`src/rtl/j1_uart.sv`:
```
// Memory-mapped 8N1 UART for the J1 I/O bus: DATA at BASE_ADDR, STATUS at BASE_ADDR+2.
// TX and RX bytes are buffered in small circular FIFOs so polling code never loses data.
module j1_uart_fifo #(
  parameter int DEPTH = 8,
  parameter int W     = 8
) (
  input  logic         clk_i,
  input  logic         rst_i,
  input  logic         push_i,
  input  logic         pop_i,
  input  logic [W-1:0] dat_i,
  output logic [W-1:0] dat_o,
  output logic         empty_o,
  output logic         full_o
);
  localparam int AW = $clog2(DEPTH);

  logic [AW:0]  wr_q, rd_q;
  logic [W-1:0] mem_q [DEPTH];
  logic         do_push, do_pop;

  assign empty_o = (wr_q == rd_q);
  assign full_o  = (wr_q[AW] != rd_q[AW]) && (wr_q[AW-1:0] == rd_q[AW-1:0]);
  assign dat_o   = empty_o ? '0 : mem_q[rd_q[AW-1:0]];
  // A pop on a full FIFO frees the slot the push is about to reuse.
  assign do_pop  = pop_i && !empty_o;
  assign do_push = push_i && (!full_o || do_pop);

  always_ff @(posedge clk_i) begin
    if (rst_i) begin
      wr_q <= '0;
      rd_q <= '0;
    end else begin
      if (do_push) wr_q <= wr_q + (AW+1)'(1);
      if (do_pop)  rd_q <= rd_q + (AW+1)'(1);
    end
  end

  always_ff @(posedge clk_i) begin
    if (do_push) mem_q[wr_q[AW-1:0]] <= dat_i;
  end
endmodule

module j1_uart #(
  parameter int          CLKS_PER_BIT = 434,
  parameter int          FIFO_DEPTH   = 8,
  parameter logic [15:0] BASE_ADDR    = 16'h5000
) (
  input  logic        sys_clk_i,
  input  logic        sys_rst_i,
  input  logic        io_rd,
  input  logic        io_wr,
  input  logic [15:0] io_addr,
  input  logic [15:0] io_dout,
  output logic [15:0] io_din,
  output logic        uart_txd,
  input  logic        uart_rxd
);
  localparam int CW = $clog2(CLKS_PER_BIT);
  localparam logic [CW-1:0] BIT_LAST = CW'(CLKS_PER_BIT - 1);
  localparam logic [CW-1:0] BIT_HALF = CW'(CLKS_PER_BIT / 2 - 1);

  typedef enum logic [1:0] {TX_IDLE, TX_START, TX_DATA, TX_STOP} tx_state_e;
  typedef enum logic [2:0] {RX_IDLE, RX_START, RX_DATA, RX_STOP, RX_WAIT} rx_state_e;

  tx_state_e     tx_state_q;
  logic [CW-1:0] tx_cnt_q;
  logic [2:0]    tx_bit_q;
  logic [7:0]    tx_shift_q;
  logic          txd_q;

  rx_state_e     rx_state_q;
  logic [CW-1:0] rx_cnt_q;
  logic [2:0]    rx_bit_q;
  logic [7:0]    rx_shift_q;
  logic [1:0]    rx_sync_q;
  logic          overrun_q, frame_err_q;

  logic       sel_data, sel_stat;
  logic       tx_push, tx_pop, tx_empty, tx_full, tx_idle;
  logic       rx_push, rx_pop, rx_empty, rx_full, rx_s;
  logic [7:0] tx_head, rx_head;
  logic       unused_dout;

  assign sel_data    = (io_addr == BASE_ADDR);
  assign sel_stat    = (io_addr == BASE_ADDR + 16'd2);
  assign unused_dout = ^io_dout[15:8];

  assign tx_push = io_wr && sel_data;
  assign tx_pop  = !tx_empty && ((tx_state_q == TX_IDLE) ||
                                 (tx_state_q == TX_STOP && tx_cnt_q == BIT_LAST));
  assign tx_idle = tx_empty && (tx_state_q == TX_IDLE);

  assign rx_s    = rx_sync_q[1];
  assign rx_pop  = io_rd && sel_data && !rx_empty;
  assign rx_push = (rx_state_q == RX_STOP) && (rx_cnt_q == BIT_LAST) && rx_s;

  j1_uart_fifo #(.DEPTH(FIFO_DEPTH), .W(8)) u_tx_fifo (
    .clk_i(sys_clk_i), .rst_i(sys_rst_i), .push_i(tx_push), .pop_i(tx_pop),
    .dat_i(io_dout[7:0]), .dat_o(tx_head), .empty_o(tx_empty), .full_o(tx_full)
  );

  j1_uart_fifo #(.DEPTH(FIFO_DEPTH), .W(8)) u_rx_fifo (
    .clk_i(sys_clk_i), .rst_i(sys_rst_i), .push_i(rx_push), .pop_i(rx_pop),
    .dat_i(rx_shift_q), .dat_o(rx_head), .empty_o(rx_empty), .full_o(rx_full)
  );

  always_comb begin
    io_din = 16'h0000;
    if (sel_data)      io_din = {8'h00, rx_head};
    else if (sel_stat) io_din = {11'b0, frame_err_q, overrun_q, tx_full, tx_idle, !rx_empty};
  end

  assign uart_txd = txd_q;

  always_ff @(posedge sys_clk_i) begin
    if (sys_rst_i) begin
      tx_state_q <= TX_IDLE;
      tx_cnt_q   <= '0;
      tx_bit_q   <= '0;
      tx_shift_q <= '0;
      txd_q      <= 1'b1;
    end else begin
      case (tx_state_q)
        TX_IDLE: begin
          tx_cnt_q <= '0;
          if (!tx_empty) begin
            tx_shift_q <= tx_head;
            txd_q      <= 1'b0;
            tx_state_q <= TX_START;
          end
        end
        TX_START: begin
          if (tx_cnt_q == BIT_LAST) begin
            tx_cnt_q   <= '0;
            tx_bit_q   <= '0;
            txd_q      <= tx_shift_q[0];
            tx_state_q <= TX_DATA;
          end else tx_cnt_q <= tx_cnt_q + CW'(1);
        end
        TX_DATA: begin
          if (tx_cnt_q == BIT_LAST) begin
            tx_cnt_q <= '0;
            if (tx_bit_q == 3'd7) begin
              txd_q      <= 1'b1;
              tx_state_q <= TX_STOP;
            end else begin
              tx_bit_q   <= tx_bit_q + 3'd1;
              tx_shift_q <= {1'b0, tx_shift_q[7:1]};
              txd_q      <= tx_shift_q[1];
            end
          end else tx_cnt_q <= tx_cnt_q + CW'(1);
        end
        TX_STOP: begin
          if (tx_cnt_q == BIT_LAST) begin
            tx_cnt_q <= '0;
            // Chain straight into the next start bit when more data is queued.
            if (!tx_empty) begin
              tx_shift_q <= tx_head;
              txd_q      <= 1'b0;
              tx_state_q <= TX_START;
            end else tx_state_q <= TX_IDLE;
          end else tx_cnt_q <= tx_cnt_q + CW'(1);
        end
        default: tx_state_q <= TX_IDLE;
      endcase
    end
  end

  always_ff @(posedge sys_clk_i) begin
    if (sys_rst_i) rx_sync_q <= 2'b11;
    else           rx_sync_q <= {rx_sync_q[0], uart_rxd};
  end

  always_ff @(posedge sys_clk_i) begin
    if (sys_rst_i) begin
      rx_state_q  <= RX_IDLE;
      rx_cnt_q    <= '0;
      rx_bit_q    <= '0;
      rx_shift_q  <= '0;
      overrun_q   <= 1'b0;
      frame_err_q <= 1'b0;
    end else begin
      if (io_wr && sel_stat && io_dout[3]) overrun_q   <= 1'b0;
      if (io_wr && sel_stat && io_dout[4]) frame_err_q <= 1'b0;
      case (rx_state_q)
        RX_IDLE: begin
          rx_cnt_q <= '0;
          if (!rx_s) rx_state_q <= RX_START;
        end
        RX_START: begin
          if (rx_cnt_q == BIT_HALF) begin
            rx_cnt_q   <= '0;
            rx_bit_q   <= '0;
            rx_state_q <= rx_s ? RX_IDLE : RX_DATA;
          end else rx_cnt_q <= rx_cnt_q + CW'(1);
        end
        RX_DATA: begin
          if (rx_cnt_q == BIT_LAST) begin
            rx_cnt_q   <= '0;
            rx_shift_q <= {rx_s, rx_shift_q[7:1]};
            if (rx_bit_q == 3'd7) rx_state_q <= RX_STOP;
            else                  rx_bit_q   <= rx_bit_q + 3'd1;
          end else rx_cnt_q <= rx_cnt_q + CW'(1);
        end
        RX_STOP: begin
          if (rx_cnt_q == BIT_LAST) begin
            rx_cnt_q <= '0;
            if (rx_s) begin
              if (rx_full && !rx_pop) overrun_q <= 1'b1;
              rx_state_q <= RX_IDLE;
            end else begin
              frame_err_q <= 1'b1;
              rx_state_q  <= RX_WAIT;
            end
          end else rx_cnt_q <= rx_cnt_q + CW'(1);
        end
        RX_WAIT: if (rx_s) rx_state_q <= RX_IDLE;
        default: rx_state_q <= RX_IDLE;
      endcase
    end
  end
endmodule
```
`config.mk`:
```
export PLATFORM = sky130hd
export DESIGN_NAME = j1_uart
export DESIGN_NICKNAME = d
export VERILOG_FILES = /design/src/rtl/j1_uart.sv
export SDC_FILE = /design/constraint.sdc
export NUM_CORES = 1
export LEC_CHECK = 0
export ABC_AREA = 0
export CAP_MARGIN = 20
export CORE_ASPECT_RATIO = 0.9
export CORE_MARGIN = 2
export CORE_UTILIZATION = 44
export CTS_CLUSTER_DIAMETER = 120
export CTS_CLUSTER_SIZE = 28
export DETAILED_ROUTE_END_ITERATION = 16
export HOLD_SLACK_MARGIN = 0.05
export PLACE_DENSITY_LB_ADDON = 0.2
export SLEW_MARGIN = 20
export SYNTH_ARGS = -nofsm -noshare
export SYNTH_HDL_FRONTEND = slang
export SYNTH_SLANG_ARGS = --single-unit
```
`constraint.sdc`:
```
create_clock -name sys_clk_i -period 5.9 [get_ports sys_clk_i]
set_input_delay 1.18 -clock sys_clk_i [delete_from_list [all_inputs] [get_ports sys_clk_i]]
set_output_delay 1.18 -clock sys_clk_i [all_outputs]
set_load 0.005 [all_outputs]
```
==> results.cfg, run 1 <==
[job]
cap_violations = 0

[final_layout]
areaGrowthSynthToFinish_pct = 14.2
drive_gt1_frac = 0.148
final-instance-count-excl-fill = 921
final_cell_mix = edfxtp_1, dfxtp_1, nor2_1
fin_nets = 713
stdcell_area_um2 = 9890
antenna-diode-count = 0
final_common_cell = edfxtp_1

[global_route]
antenna_found_initial = 0
grt_pass1_wl_um = 27100
grt_max_degree = 63
grt_pass1_vias = 5105
grtUsageTotal = 0.171
grt_overflow = 0

[sta]
clock_skew_ns = 0.0115
hold_ws_ns = 0.432
slew_headroom = 0.289
setup_viol_count_final = 0
post-route-min-period_ns = 4.86
rsz0062_at_grt = no
slew_violations = 0
hold_viol = 0
fin_tns_setup_ns = 0
setup_slack_ns = 1.04
max_freq_ghz = 0.206
worst_pin_slew_ns = 1.06
finalCritPeriodShare = 0.823

[power]
comb_power_share = 0.111
leakage_nw = 3.29
power.switching_uw = 791
power.share.sequential = 0.496
clkPwrFrac = 0.393
vdd_drop_max_uv = 209
swShare = 0.256
power.density_nw_per_um2 = 312
internal_power_mw = 2.29

[placement]
port_buffers = 37
hpwl_um = 11100
dpl.cell_count = 889
post-place-ws_ns = 1.06
gp_congestion = 0.741
dpl-instance-area_um2 = 9250

[die]
dieWidth_um = 152
fp-row-count = 48
die-height_um = 137
pin_count = 54
initial_core_util = 0.450
fp.dieArea_um2 = 20800
core_um2 = 19200

[clock_tree]
cts_sinks = 200
cts_resized = 0
clock_path_buffers = 2
clock_latency_ns = 0.44
clockRootBuffer = clkbuf_16
hold_buffers = 0
cts-buffers-inserted = 17
clkTransAtPathRegs_ns = 0.08
post_cts_buffers = 0
htree_levels = 4
cts_tree = done

[route]
drc_errors = 0
vias_per_cell = 5.54
drt-met1-wl_um = 7950
wl_um = 16800
drtAntennaViolNets = 0
route.met3.wl_um = 810
via_count = 5106
highest_layer = met4
wl_per_cell_um = 18.3
drt_pass1_iterations = 5
drt_iter0_drc = 335
wl_met2_um = 7960

[worst_hold_path]
hp-class = reg2reg
hold_depth = 1

[status]
outcome = finished clean

[synth]
seq_area_frac_synth = 0.610
syn_area_um2 = 8660
ys_ff_latch = 200
synthArstFlopShare = 0
synth_cell_types = 70
synth_top_flop_cell = edfxtp_1
synth_area_per_cell_um2 = 13.9
synth-edff-count = 128
ys.warnings.count = 0
synth_cells = 624

[worst_setup_path]
reg2regPathDepth = 5
cp-start-kind = primary input
reg2reg_from = rx_cnt_q[5]
cp.arrival_ns = 3.68
worstSetupPathType = in2out
endpoint_kind = output pin
reg2reg_to = u_rx_fifo.mem_q[2][6]
ff2ff_setup_slack_ns = 2.86
required_ns = 4.72
crit_path_end = io_din[1]
crit_fanout = 7
critPathLaunch = io_addr[1]
[power groups by stage]
stage / combinational, mW / sequential (mW) / clock (mW)
floorplan: 0.268 / 1.56 / 0
global placement: 0.338 / 1.56 / 0
detailed placement: 0.346 / 1.56 / 0
CTS: 0.348 / 1.53 / 1.24
global route: 0.378 / 1.53 / 1.29
finish: 0.343 / 1.53 / 1.21
[synthesized netlist by cell type (5+ instances only)]
library cell | number | area (um^2)
a21oi_1 | 24 | 120
a31oi_1 | 5 | 31.3
and3_1 | 6 | 37.5
buf_2 | 10 | 50.1
buf_4 | 8 | 60.1
clkbuf_1 | 14 | 52.6
dfxtp_1 | 72 | 1440
edfxtp_1 | 128 | 3840
ha_1 | 18 | 225
inv_1 | 27 | 101
mux2i_1 | 28 | 280
mux4_2 | 32 | 721
nand2_1 | 26 | 97.6
nand2b_1 | 13 | 81.3
nand3_1 | 15 | 75.1
nand4_1 | 7 | 43.8
nor2_1 | 56 | 210
nor3_1 | 10 | 50.1
o21ai_0 | 13 | 65.1
o221ai_1 | 7 | 61.3
or2_2 | 5 | 31.3
xnor2_1 | 15 | 131
xor2_1 | 8 | 70.1
[sequential cells by signal (all words and copies together) (netlist names), named ones only]
register	count
tx_state_q	2
tx_shift_q	8
u_tx_fifo.mem_q	64
rx_cnt_q	9
u_tx_fifo.wr_q	4
overrun_q	1
rx_sync_q	2
u_rx_fifo.rd_q	4
u_tx_fifo.rd_q	4
rx_state_q	3
rx_bit_q	3
rx_shift_q	8
tx_cnt_q	9
u_rx_fifo.wr_q	4
uart_txd	1
frame_err_q	1
u_rx_fifo.mem_q	64
tx_bit_q	3
[per-layer routing]
| metal | up-vias | track usage |
|---|---|---|
| met2 | 126 | 0.274 |
| met4 | 0 | 0.0431 |
| met5 | - | 0 |
| met3 | 9 | 0.0393 |
| li1 | 2402 | - |
| met1 | 2569 | 0.238 |
[worst max-delay path, cell delays in order]
cell and delay, ns:
clkdlybuf4s50_1 0.41, nor4b_1 0.40, and4_1 0.43, nand2_1 0.35, o32ai_1 0.33, clkdlybuf4s50_1 0.58
[cell type report]
cell class / instances / area, um^2
clock buffers: 17 / 425
multi-input cells: 367 / 3120
well taps: 250 / 313
inverters: 27 / 101
fillers: 1610 / 9330
clock inverters: 15 / 213
flip-flops and latches: 200 / 5290
repair buffers: 45 / 425
[how the worst min path moves through the flow]
stage,startpoint,endpoint,slack (ns)
4_1_cts,rx_sync_q[0],rx_sync_q[1],0.44
6_report,rx_sync_q[0],rx_sync_q[1],0.43
5_1_grt,rx_sync_q[0],rx_sync_q[1],0.47
3_5_place_dp,rx_sync_q[0],rx_sync_q[1],0.40
2_1_floorplan,rx_sync_q[0],rx_sync_q[1],0.39
3_3_place_gp,rx_sync_q[0],rx_sync_q[1],0.40
[stage by stage]
step | utilization | power [mW]
3_5_place_dp | 0.481 | 1.91
5_1_grt | 0.514 | 3.20
4_1_cts | 0.514 | 3.12
3_3_place_gp | 0.481 | 1.90
6_report | 0.514 | 3.08
2_1_floorplan | - | 1.82
[cell families (layout without fill, tap and decap cells)]
family | count (synthesis) | count (layout) | share of synthesized area
multiplexers | 61 | 61 | 0.117
other | 1 | 8 | 0.000433
XOR/XNOR | 25 | 25 | 0.0283
AND/OR/NAND/NOR | 175 | 175 | 0.115
adder cells (fa/ha/maj) | 18 | 18 | 0.0260
buffers and inverters | 64 | 104 | 0.0353
AO/OA/AOI/OAI | 80 | 80 | 0.0674
flip-flops | 200 | 200 | 0.610
No activity file was read; power rests on OpenSTA's default activity.
==> inputs of run 2 (changes only) <==
clock period = 4.9 ns   (was 5.9 ns; I/O delays follow)
==> run 2 against run 1 <==
Sequential cell count is the same. Final cell count is 1.2% higher. Largest power group unchanged. Register-to-register slack got worse by 0.51 ns. Via count unchanged. Die area did not move. Highest routed layer unchanged.
==> results.cfg, run 2 (synthesis gave the netlist of run 1 again) <==
[sta]
slew_violations = 0
clock_skew_ns = 0.0166
max_freq_ghz = 0.235
fin_tns_setup_ns = 0
post-route-min-period_ns = 4.26
hold_viol = 0
rsz0062_at_grt = no
setup_viol_count_final = 0
worst_pin_slew_ns = 0.895
hold_ws_ns = 0.438
slew_headroom = 0.403
setup_slack_ns = 0.643
finalCritPeriodShare = 0.869

[clock_tree]
post_cts_buffers = 0
clkTransAtPathRegs_ns = 0.07
cts_resized = 0
clockRootBuffer = clkbuf_16
clock_latency_ns = 0.44
cts-buffers-inserted = 17
clock_path_buffers = 2
hold_buffers = 0
cts_sinks = 200
cts_tree = done
htree_levels = 4

[placement]
hpwl_um = 11400
dpl.cell_count = 901
gp_congestion = 0.800
post-place-ws_ns = 0.670
port_buffers = 37

[route]
drt_iter0_drc = 434
drc_errors = 0
wl_per_cell_um = 18.3
wl_um = 17100
drtAntennaViolNets = 0
via_count = 5106
vias_per_cell = 5.48
drt_pass1_iterations = 6

[final_layout]
final_common_cell = edfxtp_1
antenna-diode-count = 0
utilization = 0.515
drive_gt1_frac = 0.154
final-instance-count-excl-fill = 932
fin_nets = 725
final_cell_mix = edfxtp_1, dfxtp_1, nor2_1
areaGrowthSynthToFinish_pct = 14.4

[job]
cap_violations = 0

[global_route]
grt_overflow = 0
grt_pass1_wl_um = 27100
grt_max_degree = 59
grtUsageTotal = 0.171
grt_pass1_vias = 5057
antenna_found_initial = 0

[die]
core_um2 = 19200
fp-row-count = 48
die-height_um = 137
dieWidth_um = 152
pin_count = 54
initial_core_util = 0.450
fp.dieArea_um2 = 20800

[worst_hold_path]
hp-class = reg2reg

[worst_setup_path]
crit_fanout = 7
cp.arrival_ns = 3.28
worstSetupPathType = in2out
required_ns = 3.92
endpoint_kind = output pin
cp-start-kind = primary input

[status]
outcome = finished clean

[power]
vdd_drop_max_uv = 234
leakage_nw = 3.32
power.density_nw_per_um2 = 371
-- run 2: cell types whose count changed in the layout (fill, tap and decap cells not counted) --
cell,before,now
nor3b_2,2,0
clkinv_8,5,2
nor3_2,4,0
inv_8,5,4
clkinv_4,0,2
inv_6,1,5
buf_4,8,20
clkinv_1,1,0
inv_12,2,0
nor3b_1,1,3
nor3_1,6,10
-- run 2: through the flow --
| step | instance area (um^2) | power (mW) |
|---|---|---|
| 5_1_grt | 9900 | 3.81 |
| 2_1_floorplan | 8680 | 2.20 |
| 6_report | 9900 | 3.67 |
| 4_1_cts | 9900 | 3.70 |
| 3_5_place_dp | 9310 | 2.30 |
| 3_3_place_gp | 9310 | 2.29 |
-- run 2: area by class of cell --
type / count / area [um^2]
fill: 1595 / 9320
sequential: 200 / 5290
multi-input combinational: 367 / 3090
timing repair buffer: 57 / 515
clock buffer: 17 / 425
tap: 250 / 313
clock inverter: 14 / 169
inverter: 27 / 101
-- run 2: final timing paths --
check          startpoint                end  slack, ns  cells past startpoint
max            io_addr[1]          io_din[1]       0.64                      6
min          rx_sync_q[0]       rx_sync_q[1]       0.44                      1
max reg2reg   tx_cnt_q[0]  u_tx_fifo.wr_q[3]       2.35                      6
min reg2reg  rx_sync_q[0]       rx_sync_q[1]       0.44                      1
-- run 2: worst max-delay path: stages --
cell and delay, ns:
clkdlybuf4s50_1 0.42, nor4b_1 0.39, and4_1 0.28, nand2_1 0.28, o32ai_1 0.34, clkdlybuf4s50_1 0.59
-- run 2: layer usage --
metal	part of all wire	up-vias	global-route usage
li1	-	2426	-
met1	0.48	2551	0.235
met2	0.47	118	0.278
met3	0.040	11	0.0383
met4	0.0074	0	0.0462
met5	0	-	0
-- run 2: where the power goes --
| part | switching, mW | internal (mW) | leakage, nW |
|---|---|---|---|
| logic | 0.222 | 0.195 | 1.28 |
| registers | 0.0300 | 1.81 | 1.75 |
| clock network | 0.678 | 0.732 | 0.293 |
| total | 0.930 | 2.74 | 3.32 |
==> inputs of run 3 (changes only) <==
CAP_MARGIN = not set   (was 20)
SYNTH_HIERARCHICAL = 1   (was not set)
==> run 3 against run 2 <==
Via count is 7.7% higher. Routed wire length is 7.7% higher. Synthesized area is 4.8% higher. Critical path depth is 1 higher. Sequential share of layout area is 1.9 points lower. Register-to-register slack worse by 0.60 ns. Die area is 4.6% higher. Design area is 3.8% higher. Combinational power is 53% lower. Utilization is 0.41 points lower. Largest cell class unchanged.
==> results.cfg, run 3 <==
[power]
power.density_nw_per_um2 = 336
power.switching_uw = 799
power.share.sequential = 0.522
comb_power_share = 0.057
internal_power_mw = 2.66
fin_total_pwr_mw = 3.46
vdd_drop_max_uv = 219
clkPwrFrac = 0.421
swShare = 0.231
leakage_nw = 3.31

[worst_setup_path]
worstSetupPathType = in2out
cp-start-kind = primary input
critical_path.top_delay_family = buffers and inverters
crit_fanout = 7
endpoint_kind = output pin
cp_slowest_cell = clkdlybuf4s50_1
path_cells = clkdlybuf4s50_1 -> nor4_1 -> and4_1 -> nor2b_1 -> buf_4 -> a22o_1 -> clkdlybuf4s50_1
worst-path-buf-inv = 3
cpMostUsedCell = clkdlybuf4s50_1
max_stage_delay_ns = 0.50
required_ns = 3.92
cp.arrival_ns = 3.13

[clock_tree]
clock_path_buffers = 2
clockRootBuffer = clkbuf_16
clock_latency_ns = 0.44
hold_buffers = 0
clkTransAtPathRegs_ns = 0.07
cts-buffers-inserted = 17
post_cts_buffers = 0
cts_sinks = 200
cts_resized = 0
htree_levels = 4
cts_tree = done

[sta]
post-route-min-period_ns = 4.11
hold_viol = 0
slew_headroom = 0.316
slew_violations = 0
setup_viol_count_final = 0
clock_skew_ns = 0.0149
worst_pin_slew_ns = 1.02
hold_ws_ns = 0.415
finalCritPeriodShare = 0.839
fin_tns_setup_ns = 0
rsz0062_at_grt = no
max_freq_ghz = 0.243

[die]
pin_count = 54
die-height_um = 140
dieWidth_um = 155
core_um2 = 20100
initial_core_util = 0.451
fp-row-count = 49
fp.dieArea_um2 = 21800

[route]
vias_per_cell = 5.67
wl_um = 18400
drt_pass1_iterations = 5
drtAntennaViolNets = 0
drc_errors = 0
drt_iter0_drc = 415
via_count = 5498
wl_per_cell_um = 19.0

[synth]
syn_area_um2 = 9070
synthArstFlopShare = 0
synth_top_cells_by_area = edfxtp_1, dfxtp_1, mux4_2
synth-edff-count = 128
netlist.area_leader.share = 0.424
ys_ff_latch = 200
seq_area_frac_synth = 0.583
post-synth-top-count-cell = edfxtp_1
synth_area_leader_cell = edfxtp_1
ys.warnings.count = 6
synth_cell_types = 73
synth_area_per_cell_um2 = 13.6
synth_cells = 669
synthTopCellsByCount = edfxtp_1, dfxtp_1, nor2_1
synth_top_flop_cell = edfxtp_1

[final_layout]
final_cell_mix = edfxtp_1, dfxtp_1, nor2_1
stdcell_area_um2 = 10300
utilization = 0.511
fin_nets = 758
antenna-diode-count = 0
areaGrowthSynthToFinish_pct = 13.3
drive_gt1_frac = 0.166
final_common_cell = edfxtp_1

[status]
outcome = finished clean

[global_route]
grtUsageTotal = 0.174
grt_max_degree = 38
grt_busiest_layer = met2
grt_util_met3 = 0.0365
antenna_found_initial = 0
grt_overflow = 0
grt_pass1_vias = 5438
grt_util_met1 = 0.242
grt_pass1_wl_um = 29000
global_route.usage.met2 = 0.278

[placement]
gp_congestion = 0.782
port_buffers = 37
dpl-instance-area_um2 = 9640
hpwl_um = 12100

[worst_hold_path]
hp-class = reg2reg

[job]
cap_violations = 0
run 3: cell count changes after synthesis, moves of 6 or more:
cell,previous run,this run
nand2_1,26,19
and2_1,2,8
mux2i_1,28,36
o221ai_1,7,0
or3_1,2,8
run 3: power groups by stage:
stage | registers (mW) | clock network, mW | logic, mW
CTS | 1.80 | 1.49 | 0.194
detailed placement | 1.84 | 0 | 0.190
finish | 1.80 | 1.46 | 0.197
global route | 1.81 | 1.57 | 0.212
global placement | 1.84 | 0 | 0.180
floorplan | 1.84 | 0 | 0.125
run 3: logic make-up (layout without fill, tap and decap cells):
| family | count (synthesis) | in the layout | share of synthesized area |
|---|---|---|---|
| flops | 200 | 200 | 0.583 |
| simple gates | 183 | 183 | 0.113 |
| compound gates | 100 | 100 | 0.0855 |
| mux | 73 | 73 | 0.125 |
| buf+inv | 69 | 108 | 0.0411 |
| xor+xnor | 25 | 25 | 0.0275 |
| fa+ha+maj | 18 | 18 | 0.0248 |
| other cells | 1 | 8 | 0.000413 |
run 3: cell type report:
cell class,count,area [um^2]
fillers,1659,9830
multi-input cells,407,3470
repair buffers,53,485
clock buffers,17,425
flip-flops and latches,200,5290
clock inverters,14,198
inverters,24,90.1
well taps,255,319
run 3: layer usage:
| metal | up-vias | wire length [um] | part of all wire |
|---|---|---|---|
| met5 | - | 0 | 0 |
| met4 | 0 | 193 | 0.010 |
| met3 | 16 | 814 | 0.044 |
| met2 | 126 | 8790 | 0.48 |
| met1 | 2759 | 8610 | 0.47 |
| li1 | 2597 | - | - |
run 3: worst paths after layout:
kind / cells after the start / endpoint / slack (ns) / from
worst min register to register: 1 / rx_sync_q[1] / 0.41 / rx_sync_q[0]
worst max-delay path: 7 / io_din[3] / 0.79 / io_addr[0]
worst max register to register: 7 / u_tx_fifo/wr_q[3] / 1.75 / tx_cnt_q[2]
worst min-delay path: 1 / rx_sync_q[1] / 0.41 / rx_sync_q[0]
run 3: metrics by stage:
stage / cells / worst slack (ns)
2_1_floorplan: 676 / 1.43
3_3_place_gp: 939 / 0.918
3_5_place_dp: 939 / 0.815
4_1_cts: 970 / 0.802
5_1_grt: 970 / 0.638
6_report: 970 / 0.788
run 3: worst register-to-register path, cell delays in order, from the launching register on:
cell and delay, ns:
dfxtp_1 0.36, or4b_4 0.62, nor2_1 0.30, a21oi_1 0.15, nor2_1 0.42, inv_1 0.18, a21oi_2 0.61, mux2_2 0.41
